<file path="config.mk">
export PLATFORM = sky130hd
export DESIGN_NAME = serial_frame_tx
export DESIGN_NICKNAME = d
export VERILOG_FILES = /design/src/rtl/serial_pkg.sv /design/src/rtl/bit_tick_gen.sv /design/src/rtl/serial_frame_tx.sv
export SDC_FILE = /design/constraint.sdc
export NUM_CORES = 1
export LEC_CHECK = 0
export ABC_AREA = 1
export CORE_MARGIN = 3
export CORE_UTILIZATION = 45
export DETAILED_ROUTE_END_ITERATION = 7
export GPL_ROUTABILITY_DRIVEN = 0
export PLACE_DENSITY = 0.7
export SLEW_MARGIN = 20
export SYNTH_ARGS = -nofsm -noshare
export SYNTH_HDL_FRONTEND = slang
export SYNTH_SLANG_ARGS = --single-unit
</file>
<file path="constraint.sdc">
create_clock -name clk -period 1.4 [get_ports clk]
set_clock_uncertainty 0.2 [all_clocks]
set_input_delay 0.42 -clock clk [delete_from_list [all_inputs] [get_ports clk]]
set_output_delay 0.42 -clock clk [all_outputs]
set_load 0.02 [all_outputs]
</file>
<file path="src/rtl/serial_pkg.sv">
// Shared line-level constants and FSM state type for the serial frame link.
// The downstream receiver imports the same definitions.
package serial_pkg;

  typedef enum logic [2:0] {IDLE, START, DATA, PARITY, STOP} serial_state_e;

  localparam logic IDLE_LEVEL  = 1'b0;
  localparam logic START_LEVEL = 1'b1;
  localparam logic STOP_LEVEL  = 1'b0;

endpackage

</file>
<file path="src/rtl/bit_tick_gen.sv">
// Bit-time generator: tick pulses on the last clock of each CLKS_PER_BIT period.
// clear restarts the period so every FSM state begins on a fresh bit time.
module bit_tick_gen #(
  parameter int CLKS_PER_BIT = 1
) (
  input  logic clk,
  input  logic reset_n,
  input  logic clear,
  output logic tick
);

  localparam int CW = (CLKS_PER_BIT > 1) ? $clog2(CLKS_PER_BIT) : 1;
  localparam logic [CW-1:0] LAST = CW'(CLKS_PER_BIT - 1);

  logic [CW-1:0] cnt;

  assign tick = (cnt == LAST);

  always_ff @(posedge clk or negedge reset_n) begin
    if (!reset_n) begin
      cnt <= '0;
    end else if (clear || tick) begin
      cnt <= '0;
    end else begin
      cnt <= cnt + 1'b1;
    end
  end

endmodule

</file>
<file path="src/rtl/serial_frame_tx.sv">
// Framed parallel-to-serial transmitter: start, LSB-first data, optional parity, stop.
// A one-word holding register lets the next frame follow the current one without a gap.
module serial_frame_tx
  import serial_pkg::*;
#(
  parameter int WIDTH        = 4,
  parameter int CLKS_PER_BIT = 1,
  parameter bit PARITY_EN    = 1'b1,
  parameter bit PARITY_ODD   = 1'b0
) (
  input  logic             clk,
  input  logic             reset_n,
  input  logic [WIDTH-1:0] data_i,
  input  logic             valid_i,
  output logic             ready_o,
  output logic             x_o,
  output logic             busy_o,
  output logic             frame_done_o
);

  localparam int IW = (WIDTH > 1) ? $clog2(WIDTH) : 1;
  localparam logic [IW-1:0] LAST_IDX = IW'(WIDTH - 1);

  serial_state_e    state, state_next;
  logic             hold_full;
  logic [WIDTH-1:0] hold_data;
  logic [WIDTH-1:0] shifter, shifter_next;
  logic [IW-1:0]    bit_idx;
  logic             parity_bit;
  logic             tick, clear, load, accept, x_next;

  function automatic logic frame_parity(input logic [WIDTH-1:0] w);
    return (^w) ^ PARITY_ODD;
  endfunction

  assign accept       = valid_i && !hold_full;
  assign ready_o      = !hold_full;
  assign busy_o       = (state != IDLE);
  assign frame_done_o = (state == STOP) && tick;
  assign clear        = (state_next != state) || (state == IDLE);

  bit_tick_gen #(.CLKS_PER_BIT(CLKS_PER_BIT)) u_tick (
    .clk     (clk),
    .reset_n (reset_n),
    .clear   (clear),
    .tick    (tick)
  );

  always_comb begin
    state_next   = state;
    shifter_next = shifter;
    x_next       = IDLE_LEVEL;
    load         = 1'b0;
    case (state)
      IDLE:    if (hold_full) state_next = START;
      START:   if (tick) state_next = DATA;
      DATA:    if (tick && (bit_idx == LAST_IDX)) state_next = PARITY_EN ? PARITY : STOP;
      PARITY:  if (tick) state_next = STOP;
      STOP:    if (tick) state_next = hold_full ? START : IDLE;
      default: state_next = IDLE;
    endcase
    load = (state_next == START) && (state != START);
    if (load) begin
      shifter_next = hold_data;
    end else if ((state == DATA) && tick) begin
      shifter_next = shifter >> 1;
    end
    // x_o is registered, so it is driven from the level of the state being entered
    case (state_next)
      START:   x_next = START_LEVEL;
      DATA:    x_next = shifter_next[0];
      PARITY:  x_next = parity_bit;
      STOP:    x_next = STOP_LEVEL;
      default: x_next = IDLE_LEVEL;
    endcase
  end

  // control stage: state, hold occupancy, bit index, line register
  always_ff @(posedge clk or negedge reset_n) begin
    if (!reset_n) begin
      state     <= IDLE;
      hold_full <= 1'b0;
      bit_idx   <= '0;
      x_o       <= IDLE_LEVEL;
    end else begin
      state <= state_next;
      x_o   <= x_next;
      if (accept) begin
        hold_full <= 1'b1;
      end else if (load) begin
        hold_full <= 1'b0;
      end
      if (state != DATA) begin
        bit_idx <= '0;
      end else if (tick) begin
        bit_idx <= bit_idx + 1'b1;
      end
    end
  end

  // data stage: word storage needs no reset, hold_full/state qualify it
  always_ff @(posedge clk) begin
    shifter <= shifter_next;
    if (accept) hold_data <= data_i;
    if (load) parity_bit <= frame_parity(hold_data);
  end

endmodule
</file>
== Word level (Yosys, flattened, before mapping) ==
Cells that the tools add are included.

* Logic and storage cells: 52
* Flip-flop bits (word level): 17

* Add/subtract/negate cells: 2
* Muxes and demuxes: 15
* Bitwise operators: 1
* Reductions and logical operators: 13
* Equality and inequality tests: 12

{| class="wikitable"
|+ Operators by type and width
! operator !! count
|-
| $mux W3 || 5
|-
| $pmux W3 S5 || 1
|-
| $eq A3 B2 Y1 const B || 4
|-
| $mux W4 || 2
|-
| $eq A3 B1 Y1 const B || 2
|-
| $logic_and A1 B1 Y1 || 5
|-
| $mux W1 || 4
|-
| $mux W2 || 2
|-
| $reduce_bool A2 Y1 || 2
|-
| $reduce_xor A4 Y1 || 1
|-
| $eq A3 B3 Y1 const B || 1
|-
| $logic_not A3 Y1 || 1
|-
| $ne A3 B1 Y1 const B || 1
|-
| $ne A3 B2 Y1 const B || 1
|-
| $ne A3 B3 Y1 || 1
|-
| $pmux W1 S3 || 1
|-
| $reduce_bool A3 Y1 || 1
|-
| $add A2 B1 Y2 const B || 1
|-
| $eq A2 B2 Y1 const B || 1
|-
| $logic_or A1 B1 Y1 || 2
|-
| $ne A2 B2 Y1 const B || 1
|-
| $add A1 B1 Y1 const B || 1
|-
| $logic_not A1 Y1 || 1
|-
| $not A1 Y1 || 1
|}

== Logic depth before layout (Yosys ltp) ==
* Depth after elaboration: 8
* Gate-level depth with buffers: 11
* Mapped depth without buffers: 11

== Cells and area by module ==
A second synthesis with hierarchy kept.

* Cells, all modules: 85
* Area total of the unflattened synthesis: 824.5 um^2

{| class="wikitable"
|+ By module, submodules not included
! module !! cells an instance !! times used !! area each (um^2)
|-
| serial_frame_tx || 82 || 1 || 792.0
|-
| bit_tick_gen || 3 || 1 || 32.5
|}

== Worst setup path after synthesis ==
Ideal clock, no wire load.

* Path type: reg-to-output
* Start: register state[0]
* End: output frame_done_o
* Buffers on the path: 0
* Data required time: 0.780 ns
* Arrival time: 0.980 ns
* Cell stages (with the launch flop): 4
* Slack: -0.200 ns
* Cells stage by stage: dfrtp_1 nor3_2 inv_1 nor2_1

* Cells in the longest elaborated chain, start to end: 2

{| class="wikitable"
|+ RTL lines
! item !! RTL line !! source
|-
| start, declared || serial_frame_tx.sv:24 || <nowiki>serial_state_e state, state_next;</nowiki>
|-
| start signal, assigned || serial_frame_tx.sv:86 || <nowiki>state <= state_next;</nowiki>
|-
| $eq A3 B3 Y1 || serial_frame_tx.sv:39 || <nowiki>assign frame_done_o = (state == STOP) && tick;</nowiki>
|-
| $logic_and A1 B1 Y1 || serial_frame_tx.sv:39 ||
|-
| end, declared || serial_frame_tx.sv:18 || <nowiki>output logic frame_done_o</nowiki>
|}

Every way passes these cells.

== Worst setup path in the final report ==
Same ends and word-level chain as after synthesis.

==> impl_metrics.ini <==
[route]
routed_wirelength_um = 1890
first_iter_violations = 10
drt_first_pass_iters = 4
viasPerCell = 4.85
drt-wirelength-per-cell_um = 12.6
route.vias.total = 727
drc = 0
drtAntennaViolNets = 0

[synthesis]
synth-edff-count = 8
synthMostInstantiatedCell = nand2_1
yosysTopAreaCell = edfxtp_1
synth_compound_area_share_pct = 3.25
syn-num-nets = 95
syn_area_per_cell_um2 = 9.72
synthAdderAreaFrac_pct = 1.48
synth_top_area_share_pct = 28.4
synth_common_cells = nand2_1 (20), dfrtp_1 (8), edfxtp_1 (8), inv_1 (8), inv_2 (7)
postSynthCellCount = 87
synthTopCellsByArea = edfxtp_1 (28%), dfrtp_1 (24%), nand2_1 (8.9%)
yosysSeqAreaShare_pct = 54.4
muxShareOfSynthArea_pct = 0
synth-main-ff-cell = edfxtp_1
synthXorXnorAreaFrac_pct = 3.11
yosys.area_share.simple_pct = 30.6
synth.cell_area_um2 = 846
yosys_warnings = 0
ys_ff_latch = 17
synth_cell_type_count = 22
synth_top_family_by_area = simple AND/OR/NAND/NOR gates
postSynth.asyncResetShare_pct = 47.1

[global_routing]
grt_max_degree = 11
antenna_found_initial = 0
use_met2_pct = 29.2
grt_pass1_vias = 762
grtUsageMet3_pct = 3.98
grt.busiest_layer = met2
track_usage_pct = 16.9
overflow = 0
grt_pass1_wl_um = 3150
use_met1_pct = 20.3

[cts]
insertion_delay_ns = 0.29
cts_tree = done
cts_made_buffers = 3
clock-root-buffer = clkbuf_4
cts_max_path_buffers = 2
cts_max_level = 1
cts.hold.buffers_added = 0
cts_sinks = 17
clkTransAtPathRegs_ns = 0.10

[timing]
rsz0062_at_grt = yes
period_share_pct = 133
fmax_mhz = 536
hold_viol_final = 0
fin_ws_ns = -0.465
hold_ws_ns = 0.206
slew_viol_final = 0
period_needed_ns = 1.86
final-setup-viol-count = 16
setup_tns_ns = -4.59

[setup_path]
cp-end-kind = output pin
critPathArrivalTime_ns = 1.24
cp_max_fo = 3
crit_required_ns = 0.78
reg2regPathDepth = 11
worstSetupStartpointType = flop
r2r_setup_slack_ns = -0.39
timing.rr.end = x_o
worstSetupPathType = reg2out
r2r-start = state[1]

[finish]
final_cell_area_um2 = 1310
n_antenna_cell = 0
nets = 134
drive_above_1_share_pct = 55.2
final_core_util_pct = 75.2
nFillCells = 131
area_delta_synth_final_pct = 55.2

[floorplanning]
die_area_um2 = 2440
die_w_um = 49.4
io_pins = 11
std_cell_rows = 15
floorplan.initialDensity_pct = 48.5
die_h_um = 49.4
coreArea_um2 = 1750

[power_and_ir_drop]
power.leakage_nw = 0.614
ir_drop_v = 0.00154
total_power_mw = 2.84
powerDensity_nw_per_um2 = 2170

[placement]
place_area_um2 = 1130
port_buffers = 10
hpwl_um = 1290

[status]
violations = negative setup slack
status = finished with violations

[min_path]
hold_class = in2async

[flow_run]
cap_violations = 0
## through the flow
stage               setup slack (ns)  std cells
global placement              -0.526        141
finish                        -0.465        150
detailed placement            -0.572        141
global route                  -0.539        150
floorplan                     -0.118         87
CTS                           -0.460        147
## cell usage in the layout, fill, tap and decap left out, drive strengths merged, types with 2 or more instances in the layout
cell and count:
buf 28, nand4 3, nand3 9, clkbuf 3, edfxtp 8, o21ai 4
clkdlybuf4s50 6, dfrtp 8, xnor2 2, nand2 24, inv 15, nor2 8
## final cells by class
cell class	count	area (um2)	area share, %
clock inverter	1	5.00	0.381
sequential	17	460	35.1
inverter	15	66.3	5.05
multi-input combinational	55	419	31.9
clock buffer	3	22.5	1.72
timing repair buffer	34	308	23.5
tap	25	31.3	2.38
## cell families after synthesis
| logic type | count (synthesis) |
|---|---|
| AO/OA/AOI/OAI | 5 |
| XOR/XNOR | 3 |
| adder cells (fa/ha/maj) | 1 |
| buffers and inverters | 15 |
| flip-flops | 17 |
| other | 1 |
| AND/OR/NAND/NOR | 45 |
## layer usage
metal	vias up	share of wire, %
met1	345	45
met2	16	51
met4	0	1.4
met5	-	0
li1	362	-
met3	4	2.6
## worst max-delay path by stage
stage | to | startpoint | cells after the start | slack [ns]
finish | frame_done_o | state[0] | 5 | -0.46
global placement | frame_done_o | state[2] | 5 | -0.53
global route | frame_done_o | state[0] | 5 | -0.54
floorplan | shifter[2] | bit_idx[0] | 9 | -0.12
detailed placement | frame_done_o | state[2] | 5 | -0.57
CTS | frame_done_o | state[0] | 5 | -0.46
## critical path: stages, from the launching register on
cell	delay, ns
dfrtp_1	0.42
buf_6	0.13
nor3_4	0.13
inv_2	0.07
nor2_4	0.09
buf_6	0.12
## state kept, by name (all words and copies together), names as in the netlist
register and flops:
bit_idx 2, parity_bit 1, hold_full 1, x_o 1, state 3, shifter 4, u_tick.cnt 1, hold_data 4
## power breakdown
part | total (mW) | internal [mW] | switching [mW] | leakage (nW)
logic | 1.75 | 0.817 | 0.936 | 0.411
clock network | 0.260 | 0.106 | 0.154 | 0.0177
registers | 0.831 | 0.737 | 0.0937 | 0.186
## repair_timing
action                     4_1_cts  5_1_grt
setup endpoints to repair       16       18
resized for setup               31       25
pin swaps                        2        7
setup buffers                    2        5
(Power assumes the default switching activity.)
